**src/rtl/kypd_entry_ctrl.sv**
```systemverilog
// Keypad entry controller: debounces decoder codes, assembles A op B
// from decimal keys and hands the request to the calculator core.
module kypd_entry_ctrl #(
    parameter int STABLE_CYCLES = 1_000_000,
    parameter int MAX_DIGITS    = 4,
    parameter int DATA_W        = 16
) (
    input  logic              clk,
    input  logic              rst_n,
    input  logic [4:0]        key_code,
    output logic [DATA_W-1:0] op_a,
    output logic [DATA_W-1:0] op_b,
    output logic [1:0]        op_sel,
    output logic              req_valid,
    input  logic              req_ready,
    output logic [DATA_W-1:0] disp_val,
    output logic              key_strobe
);

    localparam int SW = $clog2(STABLE_CYCLES + 1);
    localparam int CW = $clog2(MAX_DIGITS + 1);
    localparam logic [4:0] NONE = 5'h1F;

    typedef enum logic [1:0] {S_A, S_B, S_REQ} state_t;

    state_t            state, state_n;
    logic [4:0]        cur, acc_code, kc_n;
    logic [SW-1:0]     stab;
    logic              stable, press;
    logic [CW-1:0]     cnt, cnt_n;
    logic [DATA_W-1:0] op_a_n, op_b_n, disp_n;
    logic [DATA_W-1:0] acc_in, acc_nxt;
    logic [1:0]        op_sel_n;
    logic              req_valid_n;
    logic              is_dig, is_op, is_ent, is_clr;

    // Undefined decoder codes fold onto "no key"
    assign kc_n   = key_code[4] ? NONE : key_code;
    assign stable = (stab == SW'(STABLE_CYCLES));
    assign press  = stable && (cur != acc_code) && (cur != NONE);

    always_ff @(posedge clk or negedge rst_n) begin
        if (!rst_n) begin
            cur        <= NONE;
            acc_code   <= NONE;
            stab       <= '0;
            key_strobe <= 1'b0;
        end else begin
            cur        <= kc_n;
            key_strobe <= press;
            if (kc_n != cur)
                stab <= '0;
            else if (!stable)
                stab <= stab + SW'(1);
            if (stable && (cur != acc_code))
                acc_code <= cur;
        end
    end

    assign is_dig = (cur[3:0] <= 4'd9);
    assign is_op  = (cur[3:0] >= 4'hA) && (cur[3:0] <= 4'hD);
    assign is_ent = (cur[3:0] == 4'hE);
    assign is_clr = (cur[3:0] == 4'hF);

    assign acc_in  = (state == S_A) ? op_a : op_b;
    assign acc_nxt = DATA_W'(acc_in * DATA_W'(10)) + DATA_W'(cur[3:0]);

    always_comb begin
        state_n     = state;
        op_a_n      = op_a;
        op_b_n      = op_b;
        op_sel_n    = op_sel;
        cnt_n       = cnt;
        req_valid_n = req_valid;
        if (state == S_REQ) begin
            if (req_valid && req_ready) begin
                req_valid_n = 1'b0;
                op_a_n      = '0;
                op_b_n      = '0;
                op_sel_n    = '0;
                cnt_n       = '0;
                state_n     = S_A;
            end
        end else if (press) begin
            unique case (1'b1)
                is_dig: begin
                    if (cnt != CW'(MAX_DIGITS)) begin
                        cnt_n = cnt + CW'(1);
                        if (state == S_A)
                            op_a_n = acc_nxt;
                        else
                            op_b_n = acc_nxt;
                    end
                end
                is_op: begin
                    op_sel_n = 2'(cur[3:0] - 4'hA);
                    if (state == S_A) begin
                        op_b_n  = '0;
                        cnt_n   = '0;
                        state_n = S_B;
                    end
                end
                is_ent: begin
                    if ((state == S_B) && (cnt != '0)) begin
                        req_valid_n = 1'b1;
                        state_n     = S_REQ;
                    end
                end
                is_clr: begin
                    op_a_n   = '0;
                    op_b_n   = '0;
                    op_sel_n = '0;
                    cnt_n    = '0;
                    state_n  = S_A;
                end
                default: ;
            endcase
        end
    end

    // Display tracks the current entry, one cycle behind the state
    always_comb begin
        disp_n = op_b;
        unique case (state)
            S_A:     disp_n = op_a;
            S_B:     disp_n = (cnt != '0) ? op_b : op_a;
            default: disp_n = op_b;
        endcase
    end

    always_ff @(posedge clk or negedge rst_n) begin
        if (!rst_n) begin
            state     <= S_A;
            op_a      <= '0;
            op_b      <= '0;
            op_sel    <= '0;
            cnt       <= '0;
            req_valid <= 1'b0;
            disp_val  <= '0;
        end else begin
            state     <= state_n;
            op_a      <= op_a_n;
            op_b      <= op_b_n;
            op_sel    <= op_sel_n;
            cnt       <= cnt_n;
            req_valid <= req_valid_n;
            disp_val  <= disp_n;
        end
    end

endmodule
```
**config.mk**
```make
export PLATFORM = sky130hd
export DESIGN_NAME = kypd_entry_ctrl
export DESIGN_NICKNAME = d
export VERILOG_FILES = /design/src/rtl/kypd_entry_ctrl.sv
export SDC_FILE = /design/constraint.sdc
export NUM_CORES = 1
export LEC_CHECK = 0
export BUFFER_PORTS_ARGS = -buffer_cell sky130_fd_sc_hd__buf_2
export CORE_ASPECT_RATIO = 0.7
export CORE_MARGIN = 4
export CORE_UTILIZATION = 35
export DETAILED_ROUTE_END_ITERATION = 16
export GPL_TIMING_DRIVEN = 1
export SLEW_MARGIN = 5
export SYNTH_ARGS = -nofsm -noshare
export SYNTH_HDL_FRONTEND = slang
export SYNTH_SLANG_ARGS = --single-unit
```
**constraint.sdc**
```tcl
create_clock -name clk -period 4.25 [get_ports clk]
set_input_delay 0.6375 -clock clk [delete_from_list [all_inputs] [get_ports clk]]
set_output_delay 0.6375 -clock clk [all_outputs]
set_load 0.02 [all_outputs]
```
# == Word level (Yosys, flattened, before mapping) ==
# Index checks and enable logic that the tools add are counted.
# op_classes
addsub,4
n_mul,1
order_cmp,3
eq_ne,16
muxes,38
reduce_logical,20
# ops
cell,n
$mux W16,12
$pmux W16 S2,2
$pmux W16 S3,1
$mux W20,2
$add A20 B1 Y20 const B,1
$eq A20 B20 Y1 const B,1
$add A16 B4 Y16,1
$mul A16 B3 Y15 const B,1
$mux W3,5
$reduce_and A5 Y1,3
$mux W2,7
$ne A3 B1 Y1 const B,4
$ne A5 B5 Y1,2
$pmux W3 S3,1
$reduce_bool A3 Y1,3
$eq A4 B4 Y1 const B,2
$le A4 B4 Y1 const B,2
$reduce_bool A4 Y1,2
$pmux W2 S3,1
$reduce_and A6 Y1,1
$reduce_bool A2 Y1,3
$logic_and A1 B1 Y1,5
$mux W1,5
$mux W5,1
other kinds (13),14
# totals
regBits,87
input_bits,8
output_inout_bits,52
wordCells,93

# == Longest topological paths before layout ==
# logic_depth
ltp_word,9
ltp_mapped,16
mapped_depth_nobuf,13

# == Least setup slack after synthesis ==
# Ideal clock, no wire load.
# synth_path
kind,register to register
startpoint,register state[1]
endpoint,register op_a[15]
setup_ns,0.095
arrival_ns,3.992
t_required_ns,4.155
setup_slack_ns,0.162
stages_incl_launch_ff,16
n_path_buf,3
period_less_slack_ns,4.088
cell_sequence,dfrtp_1 > buf_2 > nor2_1 > buf_1 > clkbuf_1 > mux2_2 > ha_1 > ha_1 > fa_1 > a21oi_1 > o2111ai_1 > xor2_1 > nand4_1 > nor3_1 > a31oi_1 > o31ai_1
# synth_via
elab_chain_cells,9
word_cells_on_any_way,16
classes_between,add/sub (1); mul (1); eq/ne (4); mux (6); reduce/logical (4)
# synth_rtl
item,line_no,text
start: declaration,26,"state_t state, state_n;"
start signal: assignment,141,state <= state_n;
$logic_not A2 Y1,"65, 89",
$mux W16,65,assign acc_in = (state == S_A) ? op_a : op_b;
$mul A16 B3 Y15,66,assign acc_nxt = DATA_W'(acc_in * DATA_W'(10)) + DATA_W'(cur[3:0]);
$add A16 B4 Y16,66,
$mux W16,89,if (state == S_A)
$mux W16,87,if (cnt != CW'(MAX_DIGITS)) begin
$pmux W16 S2,85,unique case (1'b1)
$mux W16,84,end else if (press) begin
$mux W16,75,if (state == S_REQ) begin
end signal: assignment,142,op_a <= op_a_n;
end: declaration,11,"output logic [DATA_W-1:0] op_a,"
# Several ways; a longest one is shown, not always the timed one. The select of a mux whose other input is x is not followed.
# A chain may end at the register's enable or synchronous reset.

# == Worst setup path after layout ==
# layout_path
startpoint,register state[0]
endpoint,register op_a[15]
# The elaborated chain is that of the path after synthesis.

==> impl_metrics.toml <==
[floorplan]
io_pins = 60
floorplan.die_area_sq_mm = 0.0168
floorplan.initialDensity_pct = 36.5
die_height_um = 110
placement_rows = 36
die_w_um = 153
placeableCoreArea_sq_mm = 0.0142

[timing]
setup_skew_ns = 0.00745
timing_hold_violations_final = 0
fin_crit_ns = 3.94
worst_slew_margin_rel_pct = 41.0
timing_max_transition_violations_final = 0
share_of_the_cycle_needed_by_the_critical_path_after_routing_pct = 92.7
setup_viol = 0
worst_pin_slew_ns = 0.882
f_max_mhz = 254

[job]
max_cap_violations = 0

[final_layout]
n_fill_cell = 1415
area_of_combinational_cells_with_multiple_inputs_sq_mm = 0.00283
final_common_cell = "sky130_fd_sc_hd__dfrtp_1"
num_antenna_cells = 0
layout.cell_area.non_filler_sq_mm = 0.00605
post_route_cells_drive_above_1_share_pct = 23.2
syn2layout_area_growth_pct = 16.7
layout_common_cells = "sky130_fd_sc_hd__dfrtp_1, sky130_fd_sc_hd__buf_2, sky130_fd_sc_hd__nand2_1"
sequential_cell_area_sq_mm = 0.00219
design.final.nets = 625

[critical_path]
crit_path_cell_chain = "nor2_4 > mux2i_1 > inv_1 > ha_1 > ha_1 > fa_1 > a21oi_1 > o2111ai_1 > xor2_1 > nand4_1 > nor3_2 > a31oi_1 > o31ai_1"
critical_path.startpoint_type = "flip-flop"
r2r-end = "op_a[15]$_DFFE_PN0P_"
critical_path.max_stage_delay_ns = 0.47
worst-setup-path-type = "reg -> reg"
cp_top_family = "adder cells"
critPathBufInv = 1
crit_fanout = 8
critical-path-top-cell-by-count = "sky130_fd_sc_hd__ha_1"
length_in_cells_of_the_worst_reg_to_reg_path = 13
data_required_time_of_the_worst_path_ns = 4.50
ff2ff_setup_slack_ns = 0.31
endpoint_kind = "flip-flop"
arrival_time_at_the_worst_endpoint_ns = 4.20
r2r_start = "state[0]$_DFFE_PN0P_"
cp_slowest_cell = "sky130_fd_sc_hd__dfrtp_1"

[synth]
post_synth_main_area_contributors = "sky130_fd_sc_hd__dfrtp_1, sky130_fd_sc_hd__mux2_2, sky130_fd_sc_hd__xor2_1, sky130_fd_sc_hd__ha_1, sky130_fd_sc_hd__dfstp_2"
synth_seq_area_share_pct = 42.3
yosysWarningCount = 0
synth-main-ff-cell = "sky130_fd_sc_hd__dfrtp_1"
synth_top_cell_area_share_pct = 37.2
yosys_register_bits = 87
synth_top_area_cell = "sky130_fd_sc_hd__dfrtp_1"
synth_edf_count = 0
synthArstFlopShare_pct = 100
synth_area_per_cell_sq_um = 9.69
netlist_area_sq_mm = 0.00518
yosys.cell_types.count = 63
synth_cells = 535
mappedNetlistNets = 567

[pwr]
switching_share_pct = 20.6
power_density_mw_per_mm2 = 301
switching_power_mw = 0.375
power_frac_seq_pct = 46.2
power_report.internal_total_mw = 1.44
vdd_ir_drop_max_mv = 0.167
combinationalPowerShare_pct = 3.5
total_leakage_power_nw = 2.86
clk_network_pwr_share_pct = 50.2
p_total_mw = 1.82

[drt]
drc_viols = 0
wl_met1_um = 6590
met2_length_um = 5210
dr_total_vias = 4076
maxUsedRoutingLayer = "met4"
drt_first_pass_iters = 4
met3RoutedLength_um = 605
routed_via_density = 5.17
detailedRoute.firstIterationViolations = 234
ant_nets = 0
route.final.wire_length_um = 12500
route.detailed.wl_per_inst_um = 15.9

[global_routing]
number_of_global_route_vias_before_repair = 4084
grt_pass1_wl_um = 21600
grt_max_degree = 61
grt_antenna_before_repair = 0
grt.overflow.total = 0
tot_gr_track_use_pct = 16.0

[clock_tree]
cts_num_sinks = 87
worstSkewPairLatency_ns = 0.35
clock_input_transition_at_the_sequential_cells_of_the_worst_setup_and_hold_paths_ns = 0.06
total_cts_buffers = 9
cts_root_buffer = "sky130_fd_sc_hd__clkbuf_16"
tritoncts = "yes"
cts-htree-levels = 3
clk_path_buf_depth = 2
holdBufCountCts = 0

[placement]
place.port_buffers = 59
routabilityCongestion = 0.876
dp.final_hpwl_um = 9220
detailed_place.area_sq_mm = 0.00570

[worst_hold_path]
worstHoldPathType = "in -> async"

[status]
status = "complete, no violations"
-- layer usage --
metal,GRT usage [%],up-vias
li1,-,2001
met1,23.8,1964
met2,23.1,101
met3,3.78,10
met4,4.54,0
met5,0,-
-- power groups by stage --
stage	Sequential [mW]	Clock (mW)	Combinational (mW)
finish	0.841	0.914	0.0641
global placement	0.856	0	0.0647
floorplan	0.851	0	0.0350
CTS	0.841	0.936	0.0657
detailed placement	0.856	0	0.0654
global route	0.842	0.974	0.0740
-- per-stage QoR --
step | std cells | hold slack (ns) | utilization [%] | TNS (ns) | setup WS [ns]
3_3_place_gp | 772 | 0.492 | 40.2 | 0 | 0.380
6_report | 788 | 0.345 | 42.6 | 0 | 0.309
3_5_place_dp | 772 | 0.507 | 40.2 | 0 | 0.183
2_1_floorplan | 535 | 0.342 | - | 0 | 0.162
4_1_cts | 788 | 0.387 | 42.6 | 0 | 0.154
5_1_grt | 788 | 0.404 | 42.6 | -0.00470 | -0.00470
-- worst max path at each step --
| stage | start | end | slack (ns) | cells past startpoint |
|---|---|---|---|---|
| finish | state[0]$_DFFE_PN0P_ | op_a[15]$_DFFE_PN0P_ | 0.31 | 13 |
| global route | state[0]$_DFFE_PN0P_ | op_a[15]$_DFFE_PN0P_ | -0.005 | 13 |
| CTS | state[0]$_DFFE_PN0P_ | op_a[15]$_DFFE_PN0P_ | 0.15 | 13 |
| detailed placement | state[0]$_DFFE_PN0P_ | op_a[15]$_DFFE_PN0P_ | 0.18 | 13 |
| global placement | state[0]$_DFFE_PN0P_ | op_a[15]$_DFFE_PN0P_ | 0.38 | 13 |
| floorplan | state[1]$_DFFE_PN0P_ | op_a[15]$_DFFE_PN0P_ | 0.16 | 15 |
-- registers in the layout, indices dropped and copies added, names as in the netlist --
signal and flops:
op_sel 2, acc_code 5, state 2, op_b 16
op_a 16, stab 20, req_valid 1, key_strobe 1
disp_val 16, cnt 3, cur 5
-- layout make-up --
type	count	area share, %
clock buffers	13	4.14
well taps	190	3.93
clock inverters	3	1.49
multi-input cells	404	46.8
inverters	24	1.49
flip-flops and latches	87	36.2
repair buffers	67	5.92
-- cell families (layout without fill, tap and decap cells) --
logic type / after synthesis / after routing / synth area share, %
compound gates: 103 / 103 / 13.2
xor+xnor: 61 / 61 / 10.3
fa+ha+maj: 24 / 24 / 6.08
buf+inv: 44 / 107 / 3.33
flops: 87 / 87 / 42.3
mux: 36 / 36 / 7.63
simple gates: 180 / 180 / 17.2
-- what timing repair did --
item | in CTS | in global routing
endpoints found under the setup margin | 0 | 6
hold endpoints to repair | 0 | 0
buffers inserted | 0 | 0
gates resized for setup | 0 | 2
-- cells in the mapped netlist (3+ instances only) --
cell type                  instances
sky130_fd_sc_hd__mux2i_1           8
sky130_fd_sc_hd__a31oi_1           4
sky130_fd_sc_hd__nor2_1           52
sky130_fd_sc_hd__dfrtp_1          77
sky130_fd_sc_hd__a211oi_1          3
sky130_fd_sc_hd__mux2_2           28
sky130_fd_sc_hd__buf_2             6
sky130_fd_sc_hd__xor2_1           33
sky130_fd_sc_hd__nor3_1            9
sky130_fd_sc_hd__inv_1            24
sky130_fd_sc_hd__and3_1            4
sky130_fd_sc_hd__o31ai_1          20
sky130_fd_sc_hd__xnor2_1          28
sky130_fd_sc_hd__ha_1             22
sky130_fd_sc_hd__nand2_1          57
sky130_fd_sc_hd__and4_1            3
sky130_fd_sc_hd__a21oi_1          15
sky130_fd_sc_hd__o211ai_1          3
sky130_fd_sc_hd__nand3_1          19
sky130_fd_sc_hd__dfstp_2          10
sky130_fd_sc_hd__nand4_1           7
sky130_fd_sc_hd__o21ai_0          25
sky130_fd_sc_hd__or2_2             4
sky130_fd_sc_hd__o21ai_1           8
sky130_fd_sc_hd__clkbuf_1         12
sky130_fd_sc_hd__a21o_1            5
No activity file was read; power rests on OpenSTA's default activity.
